### config.mk
export PLATFORM = sky130hd
export DESIGN_NAME = usr_shift_ctrl_flat
export DESIGN_NICKNAME = d
export VERILOG_FILES = /design/src/rtl/usr_shift_ctrl_pkg.sv /design/src/rtl/usr_shift_ctrl_if.sv /design/src/rtl/usr_bit_counter.sv /design/src/rtl/usr_shift_ctrl.sv /design/src/flat_wrapper.sv
export SDC_FILE = /design/constraint.sdc
export NUM_CORES = 1
export LEC_CHECK = 0
export CORE_MARGIN = 2
export CORE_UTILIZATION = 46
export CTS_CLUSTER_DIAMETER = 150
export CTS_CLUSTER_SIZE = 12
export DETAILED_ROUTE_END_ITERATION = 12
export GPL_TIMING_DRIVEN = 0
export PLACE_DENSITY = 0.95
export SYNTH_ARGS = -nofsm -noshare
export SYNTH_HDL_FRONTEND = slang
export SYNTH_SLANG_ARGS = --single-unit
### constraint.sdc
create_clock -name clk -period 3.1 [get_ports clk]
set_input_delay 0.465 -clock clk [delete_from_list [all_inputs] [get_ports clk]]
set_output_delay 0.465 -clock clk [all_outputs]
set_load 0.03 [all_outputs]
### src/rtl/usr_shift_ctrl_pkg.sv
// Shared definitions for the universal-shift-register sequencing controller:
// register mode selects, controller state encoding and counter sizing.
package usr_ctrl_pkg;

  localparam logic [1:0] MODE_HOLD = 2'b00;
  localparam logic [1:0] MODE_SHR  = 2'b01;
  localparam logic [1:0] MODE_SHL  = 2'b10;
  localparam logic [1:0] MODE_LOAD = 2'b11;

  typedef enum logic [1:0] {
    ST_IDLE  = 2'd0,
    ST_LOAD  = 2'd1,
    ST_SHIFT = 2'd2,
    ST_DONE  = 2'd3
  } state_t;

  // Bits needed to hold a bit count of 0..width inclusive.
  function automatic int cnt_width(input int width);
    return $clog2(width + 1);
  endfunction

endpackage

### src/rtl/usr_shift_ctrl_if.sv
// Request, register-control and serial-output bundle of usr_shift_ctrl.
// Optional in_rot exists only when USR_SHIFT_CTRL_ROTATE_EN is defined.
interface usr_shift_ctrl_if #(parameter int WIDTH = 8);
  import usr_ctrl_pkg::*;

  localparam int CW = cnt_width(WIDTH);

  logic             in_valid;
  logic             in_ready;
  logic [WIDTH-1:0] in_data;
  logic             in_dir;
  logic [CW-1:0]    in_len;
  logic             in_fill;
`ifdef USR_SHIFT_CTRL_ROTATE_EN
  logic             in_rot;
`endif
  logic [WIDTH-1:0] sr_q;
  logic             s0;
  logic             s1;
  logic [WIDTH-1:0] par_out;
  logic             shl_in;
  logic             shr_in;
  logic             ser_out;
  logic             ser_valid;
  logic             ser_ready;
  logic             busy;
  logic             done;

  modport slave (
    input  in_valid, in_data, in_dir, in_len, in_fill, sr_q, ser_ready,
`ifdef USR_SHIFT_CTRL_ROTATE_EN
    input  in_rot,
`endif
    output in_ready, s0, s1, par_out, shl_in, shr_in, ser_out, ser_valid, busy, done
  );

  modport master (
    output in_valid, in_data, in_dir, in_len, in_fill, sr_q, ser_ready,
`ifdef USR_SHIFT_CTRL_ROTATE_EN
    output in_rot,
`endif
    input  in_ready, s0, s1, par_out, shl_in, shr_in, ser_out, ser_valid, busy, done
  );

endinterface

### src/rtl/usr_bit_counter.sv
// Loadable down-counter tracking bits remaining in a serial transfer;
// is_last flags the final bit.
module usr_bit_counter #(
  parameter int CW = 4
) (
  input  logic          clk,
  input  logic          rst,
  input  logic          load,
  input  logic [CW-1:0] load_val,
  input  logic          dec,
  output logic          is_last
);

  logic [CW-1:0] count_reg;

  always_ff @(posedge clk or posedge rst) begin
    if (rst) begin
      count_reg <= '0;
    end else if (load) begin
      count_reg <= load_val;
    end else if (dec && (count_reg != '0)) begin
      count_reg <= count_reg - 1'b1;
    end
  end

  assign is_last = (count_reg == CW'(1));

endmodule

### src/rtl/usr_shift_ctrl.sv
// Sequencer that loads a word into an external universal shift register and
// streams it out serially. USR_SHIFT_CTRL_ROTATE_EN adds the in_rot option.
module usr_shift_ctrl
  import usr_ctrl_pkg::*;
#(
  parameter int WIDTH = 8
) (
  input  logic              clk,
  input  logic              rst,
  usr_shift_ctrl_if.slave   bus
);

  localparam int CW = cnt_width(WIDTH);

  state_t           state_reg, state_next;
  logic [WIDTH-1:0] data_reg;
  logic             dir_reg;
  logic             fill_reg;
  logic [CW-1:0]    len_reg;
  logic             rot_reg;
  logic [CW-1:0]    len_norm;
  logic             accept;
  logic             is_last;
  logic             cnt_dec;
  logic [1:0]       mode;
  logic [WIDTH-1:0] par_out;
  logic             exit_bit;
  logic             fill_bit;

  assign accept = (state_reg == ST_IDLE) && bus.in_valid;

  // Zero and oversize lengths both mean a full-width transfer.
  always_comb begin
    len_norm = bus.in_len;
    if ((bus.in_len == '0) || (bus.in_len > CW'(WIDTH))) begin
      len_norm = CW'(WIDTH);
    end
  end

  always_ff @(posedge clk or posedge rst) begin
    if (rst) begin
      data_reg <= '0;
      dir_reg  <= 1'b0;
      fill_reg <= 1'b0;
      len_reg  <= '0;
      rot_reg  <= 1'b0;
    end else if (accept) begin
      data_reg <= bus.in_data;
      dir_reg  <= bus.in_dir;
      fill_reg <= bus.in_fill;
      len_reg  <= len_norm;
`ifdef USR_SHIFT_CTRL_ROTATE_EN
      rot_reg  <= bus.in_rot;
`else
      rot_reg  <= 1'b0;
`endif
    end
  end

  assign cnt_dec = (state_reg == ST_SHIFT) && bus.ser_ready;

  usr_bit_counter #(.CW(CW)) u_bit_counter (
    .clk      (clk),
    .rst      (rst),
    .load     (state_reg == ST_LOAD),
    .load_val (len_reg),
    .dec      (cnt_dec),
    .is_last  (is_last)
  );

  always_ff @(posedge clk or posedge rst) begin
    if (rst) begin
      state_reg <= ST_IDLE;
    end else begin
      state_reg <= state_next;
    end
  end

  always_comb begin
    state_next = state_reg;
    mode       = MODE_HOLD;
    par_out    = '0;
    case (state_reg)
      ST_IDLE: begin
        if (bus.in_valid) state_next = ST_LOAD;
      end
      ST_LOAD: begin
        mode       = MODE_LOAD;
        par_out    = data_reg;
        state_next = ST_SHIFT;
      end
      ST_SHIFT: begin
        // A stalled beat holds the register so ser_out cannot change.
        if (bus.ser_ready) begin
          mode = dir_reg ? MODE_SHL : MODE_SHR;
          if (is_last) state_next = ST_DONE;
        end
      end
      ST_DONE: begin
        state_next = ST_IDLE;
      end
      default: begin
        state_next = ST_IDLE;
      end
    endcase
  end

  assign exit_bit = dir_reg ? bus.sr_q[WIDTH-1] : bus.sr_q[0];
  assign fill_bit = rot_reg ? exit_bit : fill_reg;

  assign bus.s0        = mode[0];
  assign bus.s1        = mode[1];
  assign bus.par_out   = par_out;
  assign bus.shl_in    = fill_bit;
  assign bus.shr_in    = fill_bit;
  assign bus.ser_out   = exit_bit;
  assign bus.ser_valid = (state_reg == ST_SHIFT);
  assign bus.in_ready  = (state_reg == ST_IDLE);
  assign bus.busy      = (state_reg != ST_IDLE);
  assign bus.done      = (state_reg == ST_DONE);

endmodule

### src/flat_wrapper.sv
// flat-port wrapper written by rule: the top's interface ports become plain ports
module usr_shift_ctrl_flat import usr_ctrl_pkg::*;
#(
  parameter int WIDTH = 8
)
  (clk, rst, bus_in_valid, bus_in_data, bus_in_dir, bus_in_len, bus_in_fill, bus_sr_q, bus_ser_ready, bus_in_ready, bus_s0, bus_s1, bus_par_out, bus_shl_in, bus_shr_in, bus_ser_out, bus_ser_valid, bus_busy, bus_done);
  usr_shift_ctrl_if #(.WIDTH(WIDTH)) bus_i ();
  input  logic clk;
  input  logic rst;
  input wire logic [$bits(bus_i.in_valid)-1:0] bus_in_valid;
  input wire logic [$bits(bus_i.in_data)-1:0] bus_in_data;
  input wire logic [$bits(bus_i.in_dir)-1:0] bus_in_dir;
  input wire logic [$bits(bus_i.in_len)-1:0] bus_in_len;
  input wire logic [$bits(bus_i.in_fill)-1:0] bus_in_fill;
  input wire logic [$bits(bus_i.sr_q)-1:0] bus_sr_q;
  input wire logic [$bits(bus_i.ser_ready)-1:0] bus_ser_ready;
  output wire logic [$bits(bus_i.in_ready)-1:0] bus_in_ready;
  output wire logic [$bits(bus_i.s0)-1:0] bus_s0;
  output wire logic [$bits(bus_i.s1)-1:0] bus_s1;
  output wire logic [$bits(bus_i.par_out)-1:0] bus_par_out;
  output wire logic [$bits(bus_i.shl_in)-1:0] bus_shl_in;
  output wire logic [$bits(bus_i.shr_in)-1:0] bus_shr_in;
  output wire logic [$bits(bus_i.ser_out)-1:0] bus_ser_out;
  output wire logic [$bits(bus_i.ser_valid)-1:0] bus_ser_valid;
  output wire logic [$bits(bus_i.busy)-1:0] bus_busy;
  output wire logic [$bits(bus_i.done)-1:0] bus_done;
  assign bus_i.in_valid = bus_in_valid;
  assign bus_i.in_data = bus_in_data;
  assign bus_i.in_dir = bus_in_dir;
  assign bus_i.in_len = bus_in_len;
  assign bus_i.in_fill = bus_in_fill;
  assign bus_i.sr_q = bus_sr_q;
  assign bus_i.ser_ready = bus_ser_ready;
  assign bus_in_ready = bus_i.in_ready;
  assign bus_s0 = bus_i.s0;
  assign bus_s1 = bus_i.s1;
  assign bus_par_out = bus_i.par_out;
  assign bus_shl_in = bus_i.shl_in;
  assign bus_shr_in = bus_i.shr_in;
  assign bus_ser_out = bus_i.ser_out;
  assign bus_ser_valid = bus_i.ser_valid;
  assign bus_busy = bus_i.busy;
  assign bus_done = bus_i.done;
  usr_shift_ctrl #(.WIDTH(WIDTH)) u_core (.clk(clk), .rst(rst), .bus(bus_i));
endmodule
==> After elaboration in Yosys (flattened, before gate mapping) <==
Cells that the tools add are included.
Widths: inputs -> output; s select.
{ "classes": {"add_sub_neg": 1, "magnitude_cmp": 1, "n_eq_ne": 7, "n_mux": 12, "reduce_logical": 10} }
{ "op_table": {"columns": ["op", "n"], "rows": [
  ["$mux 4", 3],
  ["$mux 2", 5],
  ["$mux 8", 1],
  ["$pmux 2 s4", 1],
  ["$eq 2x2->1 const B", 2],
  ["$eq 4x1->1 const B", 1],
  ["$gt 4x4->1 const B", 1],
  ["$logic_not 4->1", 1],
  ["$ne 2x2->1 const B", 2],
  ["$pmux 2 s2", 1],
  ["$reduce_bool 2->1", 2],
  ["$reduce_bool 4->1", 1],
  ["$sub 4x1->4 const B", 1],
  ["$logic_and 1x1->1", 3],
  ["$reduce_and 3->1", 1],
  ["$eq 2x1->1 const B", 1],
  ["$logic_not 2->1", 1],
  ["$ne 2x1->1 const B", 1],
  ["$logic_or 1x1->1", 1],
  ["$mux 1", 1]
]} }
{ "totals": {"regBits": 20, "word_cells": 37} }

==> Longest topological paths before layout <==
Gate-level depths: netlist of run 1.
{ "depth": {"ltp_word": 5, "depth_mapped": 6} }

==> Cells and area by module <==
Synthesis of run 1 repeated with hierarchy kept, for this count alone.
{ "hier_totals": {"cells_unflattened": 102, "area_unflattened_um2": 1121.1} }
{ "by_module_without_submodules": {"columns": ["mod", "instances", "cells_per_inst", "area_each_um2", "seq_area_each_um2"], "rows": [
  ["usr_shift_ctrl", 1, 72, 834.6, 400.4],
  ["usr_bit_counter", 1, 30, 286.5, 100.1]
]} }

==> Least setup slack after synthesis of run 1 <==
OpenSTA, ideal clock, no wires.
{ "synth_timing": {"kind": "register -> output", "startpoint": "register u_core.state_reg[0]", "endpoint": "output bus_s1", "t_arrival_ps": 1841, "t_required_ps": 2635, "slack_ps": 794, "stages_incl_launch_ff": 6, "path_buffers": 1, "cell_sequence": "dfrtp_1 inv_1 ha_1 buf_4 nand3_1 a21boi_0"} }
{ "synth_via": {"elab_chain_cells": 2, "elab_cells_between_ends": 3} }
{ "synth_lines": {"columns": ["item", "line", "rtl"], "rows": [
  ["from (decl)", "usr_shift_ctrl.sv:15", "state_t state_reg, state_next;"],
  ["from (signal assigned)", "usr_shift_ctrl.sv:75", "state_reg <= state_next;"],
  ["$eq 2x2->1", null, null],
  ["named net bus_ser_valid", "flat_wrapper.sv:24", "output wire logic [$bits(bus_i.ser_valid)-1:0] bus_ser_valid;"],
  ["$pmux 2 s2", "usr_shift_ctrl.sv:83", "case (state_reg)"],
  ["to (decl)", "flat_wrapper.sv:19", "output wire logic [$bits(bus_i.s1)-1:0] bus_s1;"]
]} }
The timed path passes the listed nets, and every way through them passes these cells.

==> Final worst setup path of run 1 <==
{ "layout_timing": {"startpoint": "register u_core.state_reg[1]", "endpoint": "output bus_par_out[0]"} }
{ "layout_via": {"elab_chain_cells": 2} }
{ "layout_lines": {"columns": ["item", "line", "rtl"], "rows": [
  ["$eq 2x1->1", "usr_shift_ctrl.sv:83", null],
  ["$mux 8", "usr_shift_ctrl.sv:83", null],
  ["to (decl)", "flat_wrapper.sv:20", "output wire logic [$bits(bus_i.par_out)-1:0] bus_par_out;"]
]} }
No other way between the ends.

==> results by group, run 1 <==
Final layout
  – Number of antenna diodes: 0
  – Utilization of the core after routing: 67.8%
  – Number of flip-flops under the largest register name: 8
  – Fin nets: 175
  – Fill cells: 178
  – Area Overhead vs Synth: 38.1%
  – Proportion of layout cells with a drive suffix above 1: 8.63%

Detailed routing
  – Via-to-Cell Ratio: 5.44
  – Vias: 908
  – Pre-Repair DR Iteration Count: 4
  – WL final: 2530 um
  – DRC violation count after routing: 0
  – Detail-routed net length per standard cell: 15.1 um
  – Antenna Nets Post-Route: 0
  – Number of DRC markers after the initial detailed-route iteration: 14

Yosys
  – Mux cell area share after synthesis: 12.3%
  – Count of different cell masters after synthesis: 34
  – Post-synth top area share: 45.7%
  – EDFF count, synth: 0
  – Most used standard cell by instance count after synthesis: dfrtp_1
  – Largest family of logic cells by synthesized area: simple AND/OR/NAND/NOR gates
  – Yosys reg bits: 20
  – Xor and xnor fraction of the mapped netlist area: 0%
  – Post-synthesis compound-gate area fraction: 11.8%
  – Register area share after synthesis: 45.7%
  – Number of nets in the synthesized netlist: 134
  – Area fraction in and, or, nand and nor cells after synthesis: 16.2%
  – Number of warnings issued by yosys: 0
  – Syn Std Cell Area: 1100 sq um
  – Most area-consuming cells after synthesis: dfrtp_1 (46%), mux2_1 (11%), ha_1 (9.1%)
  – Cell taking the most area after synthesis: dfrtp_1
  – Fraction of registers with async set or reset after synthesis: 100%
  – Leading post-synthesis cells by instance count: dfrtp_1 (20), mux2_1 (11), and2_1 (10)
  – Synthesized instance count: 100
  – Adder-Cell Fraction of Synth Area: 9.13%
  – Synthesized area per cell: 11.0 sq um
  – Main synth FF type: dfrtp_1

Clock tree
  – H-tree levels: 1
  – Clk_lat worst skew: 0.29 ns
  – Clock-pin slew on the worst setup and hold paths: 0.11 ns
  – Clock buffer count from CTS: 3
  – Root buffer cell: clkbuf_4
  – Quantity of gates resized following cts: 0
  – Clock Path Buffers: 2
  – Clk sinks: 20
  – Hold buffers post-CTS: 0
  – Postcts setup bufs: 0
  – Clock tree from TritonCTS: built

Worst hold path
  – Tightest Hold Check Type: reg2reg

Critical path
  – Sort of element at the start of the critical path: register
  – Timing endpoint of the critical path: bus_par_out[0]
  – Worst Setup Path Type: reg2out
  – Cell breakdown of the critical path: inv_1 > ha_1 > clkbuf_1 > and2_1 > clkdlybuf4s50_1
  – Arrival time of the worst setup path: 2.28 ns
  – Internal reg-to-reg setup slack: 1.40 ns
  – Data required time of the critical path: 2.63 ns
  – Max Fanout on Critical Path: 10
  – Crit path from: u_core.state_reg[1]$_DFFE_PP0P_
  – Slowest cell on the critical path: clkdlybuf4s50_1
  – Startpoint of the worst register-to-register path: u_core.state_reg[0]$_DFFE_PP0P_
  – Reg2Reg Depth: 5
  – Maximum cell stage delay along the critical path: 0.68 ns
  – Critical register-to-register path endpoint: u_core.data_reg[7]$_DFFE_PP0P_
  – CP Capture Type: output pin

Floorplan
  – Width of the die: 52.8 um
  – Die area: 2790 sq um
  – Standard-cell rows: 17
  – Core Box Area: 2230 sq um
  – Boundary Pins: 43
  – Initial cell density of the core: 49.1%
  – Chip Height: 52.8 um

Global routing
  – Met2 layer usage reported by global route: 37.3%
  – Initial antenna violation count: 0
  – Leftover overflow at the end of global routing: 0
  – First-pass GRT wire length: 4110 um
  – Grt met3 use: 2.57%
  – Via count of the first global-routing pass: 904
  – GRT Resource Usage Total: 19.8%
  – Global-route met1 utilization: 23.8%
  – Global-route layer with the greatest usage: met2
  – Maximum number of pins on one net before global-route repair: 21

STA
  – RSZ-0062 raised after global routing: false
  – Number of max-slew violations in the final report: 0
  – Final-report hold violation count: 0
  – Clock period minus worst slack: 2.75 ns
  – Slew Limit Headroom: 49.9%
  – Clock Skew: 0.00228 ns
  – Measured slew at the worst slew-check pin: 0.751 ns
  – Setup Viol. Count Final: 0
  – Highest achievable clock rate: 0.364 GHz
  – Period utilization: 88.7%
  – Sum Neg Setup Slack: 0 ns

Power and ir drop
  – Static power due to leakage: 0.648 nW
  – Max VDD drop: 0.000742 V
  – P per Cell Area: 1020 nW/um^2

Place
  – Routability congestion estimate: 0.858
  – Final HPWL from detailed placement: 2050 um
  – Port Buffer Count: 36

Flow run
  – Max-Cap Viols: 0

Status
  – Status: finished, final reports clean
## placed cells by master (no fill, tap or decap), types with 2 or more instances in the layout
| cell type | n |
|---|---|
| ha_1 | 8 |
| dfrtp_1 | 20 |
| nor3_1 | 2 |
| nand2b_1 | 3 |
| clkbuf_4 | 3 |
| nand2_1 | 4 |
| o21ai_1 | 4 |
| nand3_1 | 2 |
| buf_4 | 2 |
| mux2_1 | 11 |
| and2_1 | 10 |
| o21ai_0 | 2 |
| inv_1 | 7 |
| nor2_1 | 3 |
| nand2_2 | 2 |
| clkdlybuf4s50_1 | 36 |
## through the flow
stage	setup WS, ns	cell area (sq um)	power (mW)	instances	hold WS, ns
2_1_floorplan	0.794	1100	1.09	100	0.429
3_3_place_gp	0.554	1490	1.36	164	0.459
3_5_place_dp	0.472	1490	1.42	164	0.472
4_1_cts	0.344	1510	1.54	167	0.497
5_1_grt	0.260	1510	1.63	167	0.524
6_report	0.350	1510	1.54	167	0.497
## cells by family (layout without fill, tap and decap cells)
| group | Yosys count | in the layout |
|---|---|---|
| AND/OR/NAND/NOR | 31 | 31 |
| flip-flops | 20 | 20 |
| AO/OA/AOI/OAI | 17 | 17 |
| multiplexers | 12 | 12 |
| buffers and inverters | 12 | 51 |
| adder cells (fa/ha/maj) | 8 | 8 |
## report_power, final
| group | switching (mW) | total (mW) | internal, mW |
|---|---|---|---|
| registers | 0.0961 | 0.489 | 0.393 |
| logic | 0.508 | 0.930 | 0.422 |
| clock network | 0.0765 | 0.122 | 0.0452 |
## final cells by class
type / count / area (sq um) / area share, %
buffer: 4 / 23.8 / 1.57
inverter: 8 / 30.0 / 1.98
tap: 28 / 35.0 / 2.31
multi-input combinational: 68 / 542 / 35.8
clock buffer: 3 / 22.5 / 1.49
timing repair buffer: 36 / 360 / 23.8
sequential: 20 / 500 / 33.1
## per-layer routing
layer,up-vias,part of all wire [%]
li1,427,-
met4,0,0.20
met1,456,39
met2,23,57
met3,2,3.4
met5,-,0
## worst min-delay path by stage
stage / slack, ns / startpoint / depth (start not counted) / to
global placement: 0.46 / u_core.len_reg[2]$_DFFE_PP0P_ / 2 / u_core.len_reg[2]$_DFFE_PP0P_
detailed placement: 0.47 / u_core.len_reg[2]$_DFFE_PP0P_ / 2 / u_core.len_reg[2]$_DFFE_PP0P_
CTS: 0.50 / u_core.len_reg[2]$_DFFE_PP0P_ / 2 / u_core.len_reg[2]$_DFFE_PP0P_
floorplan: 0.43 / rst / 1 / u_core.data_reg[0]$_DFFE_PP0P_
global route: 0.52 / u_core.data_reg[7]$_DFFE_PP0P_ / 1 / u_core.data_reg[7]$_DFFE_PP0P_
finish: 0.50 / u_core.len_reg[2]$_DFFE_PP0P_ / 2 / u_core.len_reg[2]$_DFFE_PP0P_
## worst max-delay path: cells and delay by family (launching register included)
family | cells | cell delay, ns
adder cells (fa/ha/maj) | 1 | 0.23
flip-flops | 1 | 0.43
AND/OR/NAND/NOR | 1 | 0.20
buffers and inverters | 3 | 1.12
Power figures use the tool's default switching activity.
==> run 2: changes to the inputs <==
--- a/config.mk
+++ b/config.mk
@@ -5,13 +5,15 @@
 export SDC_FILE = /design/constraint.sdc
 export NUM_CORES = 1
 export LEC_CHECK = 0
+export ABC_AREA = 1
 export CORE_MARGIN = 2
-export CORE_UTILIZATION = 46
+export CORE_UTILIZATION = 50
 export CTS_CLUSTER_DIAMETER = 150
 export CTS_CLUSTER_SIZE = 12
 export DETAILED_ROUTE_END_ITERATION = 12
+export DONT_BUFFER_PORTS = 1
 export GPL_TIMING_DRIVEN = 0
-export PLACE_DENSITY = 0.95
+export PLACE_DENSITY = 0.77
 export SYNTH_ARGS = -nofsm -noshare
 export SYNTH_HDL_FRONTEND = slang
 export SYNTH_SLANG_ARGS = --single-unit
==> results by group, run 2 <==
Status
  – Status: finished, final reports clean

Clock tree
  – Clock buffer count from CTS: 3 (unchanged)
  – Clock Path Buffers: 2 (unchanged)
  – H-tree levels: 1 (unchanged)
  – Quantity of gates resized following cts: 0 (unchanged)
  – Clk sinks: 20 (unchanged)
  – Root buffer cell: clkbuf_4
  – Postcts setup bufs: 0 (unchanged)
  – Hold buffers post-CTS: 0 (unchanged)
  – Clock tree from TritonCTS: built
  – Clock-pin slew on the worst setup and hold paths: 0.12 ns (about the same)
  – Clk_lat worst skew: 0.30 ns (about the same)

Global routing
  – Initial antenna violation count: 0 (unchanged)
  – GRT Resource Usage Total: 17.3% (-2.5 points)
  – Maximum number of pins on one net before global-route repair: 21 (unchanged)
  – Leftover overflow at the end of global routing: 0 (unchanged)
  – First-pass GRT wire length: 3420 um (-17%)
  – Via count of the first global-routing pass: 848 (-6.2%)

Final layout
  – Fin nets: 190 (+8.6%)
  – Proportion of layout cells with a drive suffix above 1: 8.39% (-0.25 points)
  – Number of antenna diodes: 0 (unchanged)
  – Final std cell area, no fill: 1210 sq um (-20%)
  – Number of flip-flops under the largest register name: 8 (unchanged)
  – Area Overhead vs Synth: 7.79%
  – Commonest non-fill, non-tap cells in the layout: nand2_1 (65), inv_1 (25), dfrtp_1 (20)
  – Most frequent standard cell in the layout excluding fill and tap cells: nand2_1
  – Number of cells in the finished layout apart from fillers: 183 (+9.6%)

Detailed routing
  – Via-to-Cell Ratio: 4.82 (-11%)
  – DRC violation count after routing: 0 (unchanged)
  – Vias: 882 (-2.9%)
  – Pre-Repair DR Iteration Count: 4 (unchanged)
  – Number of DRC markers after the initial detailed-route iteration: 14 (unchanged)
  – Antenna Nets Post-Route: 0 (unchanged)
  – WL final: 2050 um (-19%)
  – Detail-routed net length per standard cell: 11.2 um (-26%)

Critical path
  – Arrival time of the worst setup path: 2.05 ns (-0.23 ns)
  – Max Fanout on Critical Path: 4 (-6)
  – Cell breakdown of the critical path: inv_1 > ha_1 > nand2_1 > inv_1 > nand2_1 > a21oi_1
  – Maximum cell stage delay along the critical path: 0.51 ns (-0.17 ns)
  – Sort of element at the start of the critical path: register
  – Data required time of the critical path: 2.63 ns (about the same)
  – CP top delay family: compound AO/OA/AOI/OAI gates
  – Number of buffers and inverters on the critical path: 2 (-1)
  – CP Capture Type: output pin
  – Slowest cell on the critical path: a21oi_1
  – Worst Setup Path Type: reg2out

STA
  – Slew Limit Headroom: 49.8% (-0.12 points)
  – Number of max-slew violations in the final report: 0 (unchanged)
  – Setup Viol. Count Final: 0 (unchanged)
  – RSZ-0062 raised after global routing: false
  – Sum Neg Setup Slack: 0 ns (unchanged)
  – Period utilization: 81.0% (-7.7 points)
  – Highest achievable clock rate: 0.398 GHz (+9.5%)
  – Final-report hold violation count: 0 (unchanged)
  – Clock Skew: 0.00202 ns (-0.000256 ns)
  – Measured slew at the worst slew-check pin: 0.753 ns (+0.00180 ns)
  – Clock period minus worst slack: 2.51 ns (-0.239 ns)

Floorplan
  – Width of the die: 51.4 um (-2.7%)
  – Standard-cell rows: 17 (unchanged)
  – Core Box Area: 2170 sq um (-2.9%)
  – Initial cell density of the core: 51.8% (+2.7 points)
  – Chip Height: 51.4 um (-2.7%)
  – Boundary Pins: 43 (unchanged)
  – Die area: 2640 sq um (-5.3%)

Yosys
  – Synthesized instance count: 151 (+51%)
  – Number of nets in the synthesized netlist: 185 (+38%)
  – Synthesized area per cell: 7.44 sq um (-32%)
  – EDFF count, synth: 0 (unchanged)
  – Most used standard cell by instance count after synthesis: nand2_1
  – Number of warnings issued by yosys: 0 (unchanged)
  – Register area share after synthesis: 44.5% (-1.1 points)
  – Post-synth top area share: 44.5% (-1.1 points)
  – Most area-consuming cells after synthesis: dfrtp_1 (45%), nand2_1 (22%), ha_1 (8.9%)
  – Main synth FF type: dfrtp_1
  – Count of different cell masters after synthesis: 20 (-41%)
  – Syn Std Cell Area: 1120 sq um (+2.5%)
  – Cell taking the most area after synthesis: dfrtp_1
  – Yosys reg bits: 20 (unchanged)
  – Leading post-synthesis cells by instance count: nand2_1 (65), inv_1 (25), dfrtp_1 (20)
  – Fraction of registers with async set or reset after synthesis: 100% (unchanged)

Worst hold path
  – Tightest Hold Check Type: in2async

Place
  – Cell total after placement: 179 (+9.1%)
  – Routability congestion estimate: 0.683 (-20%)
  – Port Buffer Count: 0 (-100%)
  – DP Area: 1160 sq um (-22%)
  – Final HPWL from detailed placement: 1590 um (-23%)

Power and ir drop
  – P per Cell Area: 1190 nW/um^2 (+17%)
  – Max VDD drop: 0.000845 V (+14%)
  – Static power due to leakage: 0.720 nW (+11%)

Flow run
  – Max-Cap Viols: 0 (unchanged)
-- run 2: cell count changes after synthesis, sizes merged, moves of 2 or more --
| cell | before | now |
|---|---|---|
| and2 | 10 | 0 |
| inv | 8 | 25 |
| mux2 | 12 | 0 |
| nand2 | 6 | 67 |
| nand2b | 3 | 0 |
| nand3 | 2 | 7 |
| o21ai | 6 | 8 |
| or2 | 0 | 3 |
-- run 2: where the power goes --
group          internal, mW  leakage, nW  switching, mW
Combinational         0.222        0.444          0.516
Clock                 0.131       0.0279         0.0840
Sequential            0.387        0.248         0.0982
-- run 2: per-stage QoR --
step           utilization (%)  setup WS (ns)  hold slack [ns]  total power, mW
4_1_cts                   55.8          0.576            0.192             1.45
6_report                  55.8          0.589            0.165             1.44
2_1_floorplan                -           1.06            0.429             1.11
5_1_grt                   55.8          0.439            0.223             1.57
3_3_place_gp              53.4          0.947            0.461             1.20
3_5_place_dp              53.4          0.937            0.469             1.23
-- run 2: logic make-up (layout without fill, tap and decap cells) --
family | Yosys count | in the layout | share of synthesized area (%)
adders and majority gates | 8 | 8 | 8.91
and+or+nand+nor | 82 | 82 | 30.2
AOI/OAI and AO/OA | 12 | 12 | 5.79
buffers and inverters | 29 | 33 | 10.6
DFF | 20 | 20 | 44.5
-- run 2: cell type report --
type	count	area, sq um
fillers	215	958
multi-input cells	102	504
flip-flops and latches	20	500
inverters	25	93.8
well taps	28	35.0
clock inverters	1	30.0
plain buffers	4	25.0
clock buffers	3	22.5
-- run 2: final timing paths --
kind                                                                       to  slack [ns]                             from  depth (start not counted)
max in group asynchronous       u_core.u_bit_counter.count_reg[1]$_DFFE_PP0P_        2.46                              rst                          1
worst min-delay path                           u_core.data_reg[3]$_DFFE_PP0P_        0.16                              rst                          1
worst max register to register                u_core.state_reg[1]$_DFFE_PP0P_        1.36  u_core.state_reg[0]$_DFFE_PP0P_                          7
min in group clk                               u_core.data_reg[5]$_DFFE_PP0P_        0.26                   bus_in_data[5]                          2
worst max-delay path                                                   bus_s1        0.59  u_core.state_reg[0]$_DFFE_PP0P_                          6
worst min register to register                 u_core.data_reg[2]$_DFFE_PP0P_        0.50   u_core.data_reg[2]$_DFFE_PP0P_                          2
-- run 2: layer usage --
metal	part of all wire (%)	wire (um)	GRT usage, %	up-vias
li1	-	-	-	459
met1	48	974	22.9	400
met2	48	983	28.4	21
met3	3.4	70	1.75	2
met4	0.83	17	7.89	0
met5	0	0	0	-
==> run 3: changes to the inputs <==
==> constraint.sdc (replaced) <==
create_clock -name clk -period 2.59 [get_ports clk]
set_input_delay 0.3885 -clock clk [delete_from_list [all_inputs] [get_ports clk]]
set_output_delay 0.3885 -clock clk [all_outputs]
set_load 0.03 [all_outputs]
==> results of run 3 <==
Same layout as run 2 (identical final DEF). Status: finished, final reports clean.
Main changes from that run: setup slack after placement 0.937 ns -> 0.503 ns; setup slack after layout 0.589 ns -> 0.155 ns; hold slack 0.165 ns -> 0.0882 ns; register-to-register setup slack 1.36 ns -> 0.85 ns; total power 1.44 mW -> 1.72 mW; worst IR drop on VDD 0.000845 V -> 0.00101 V
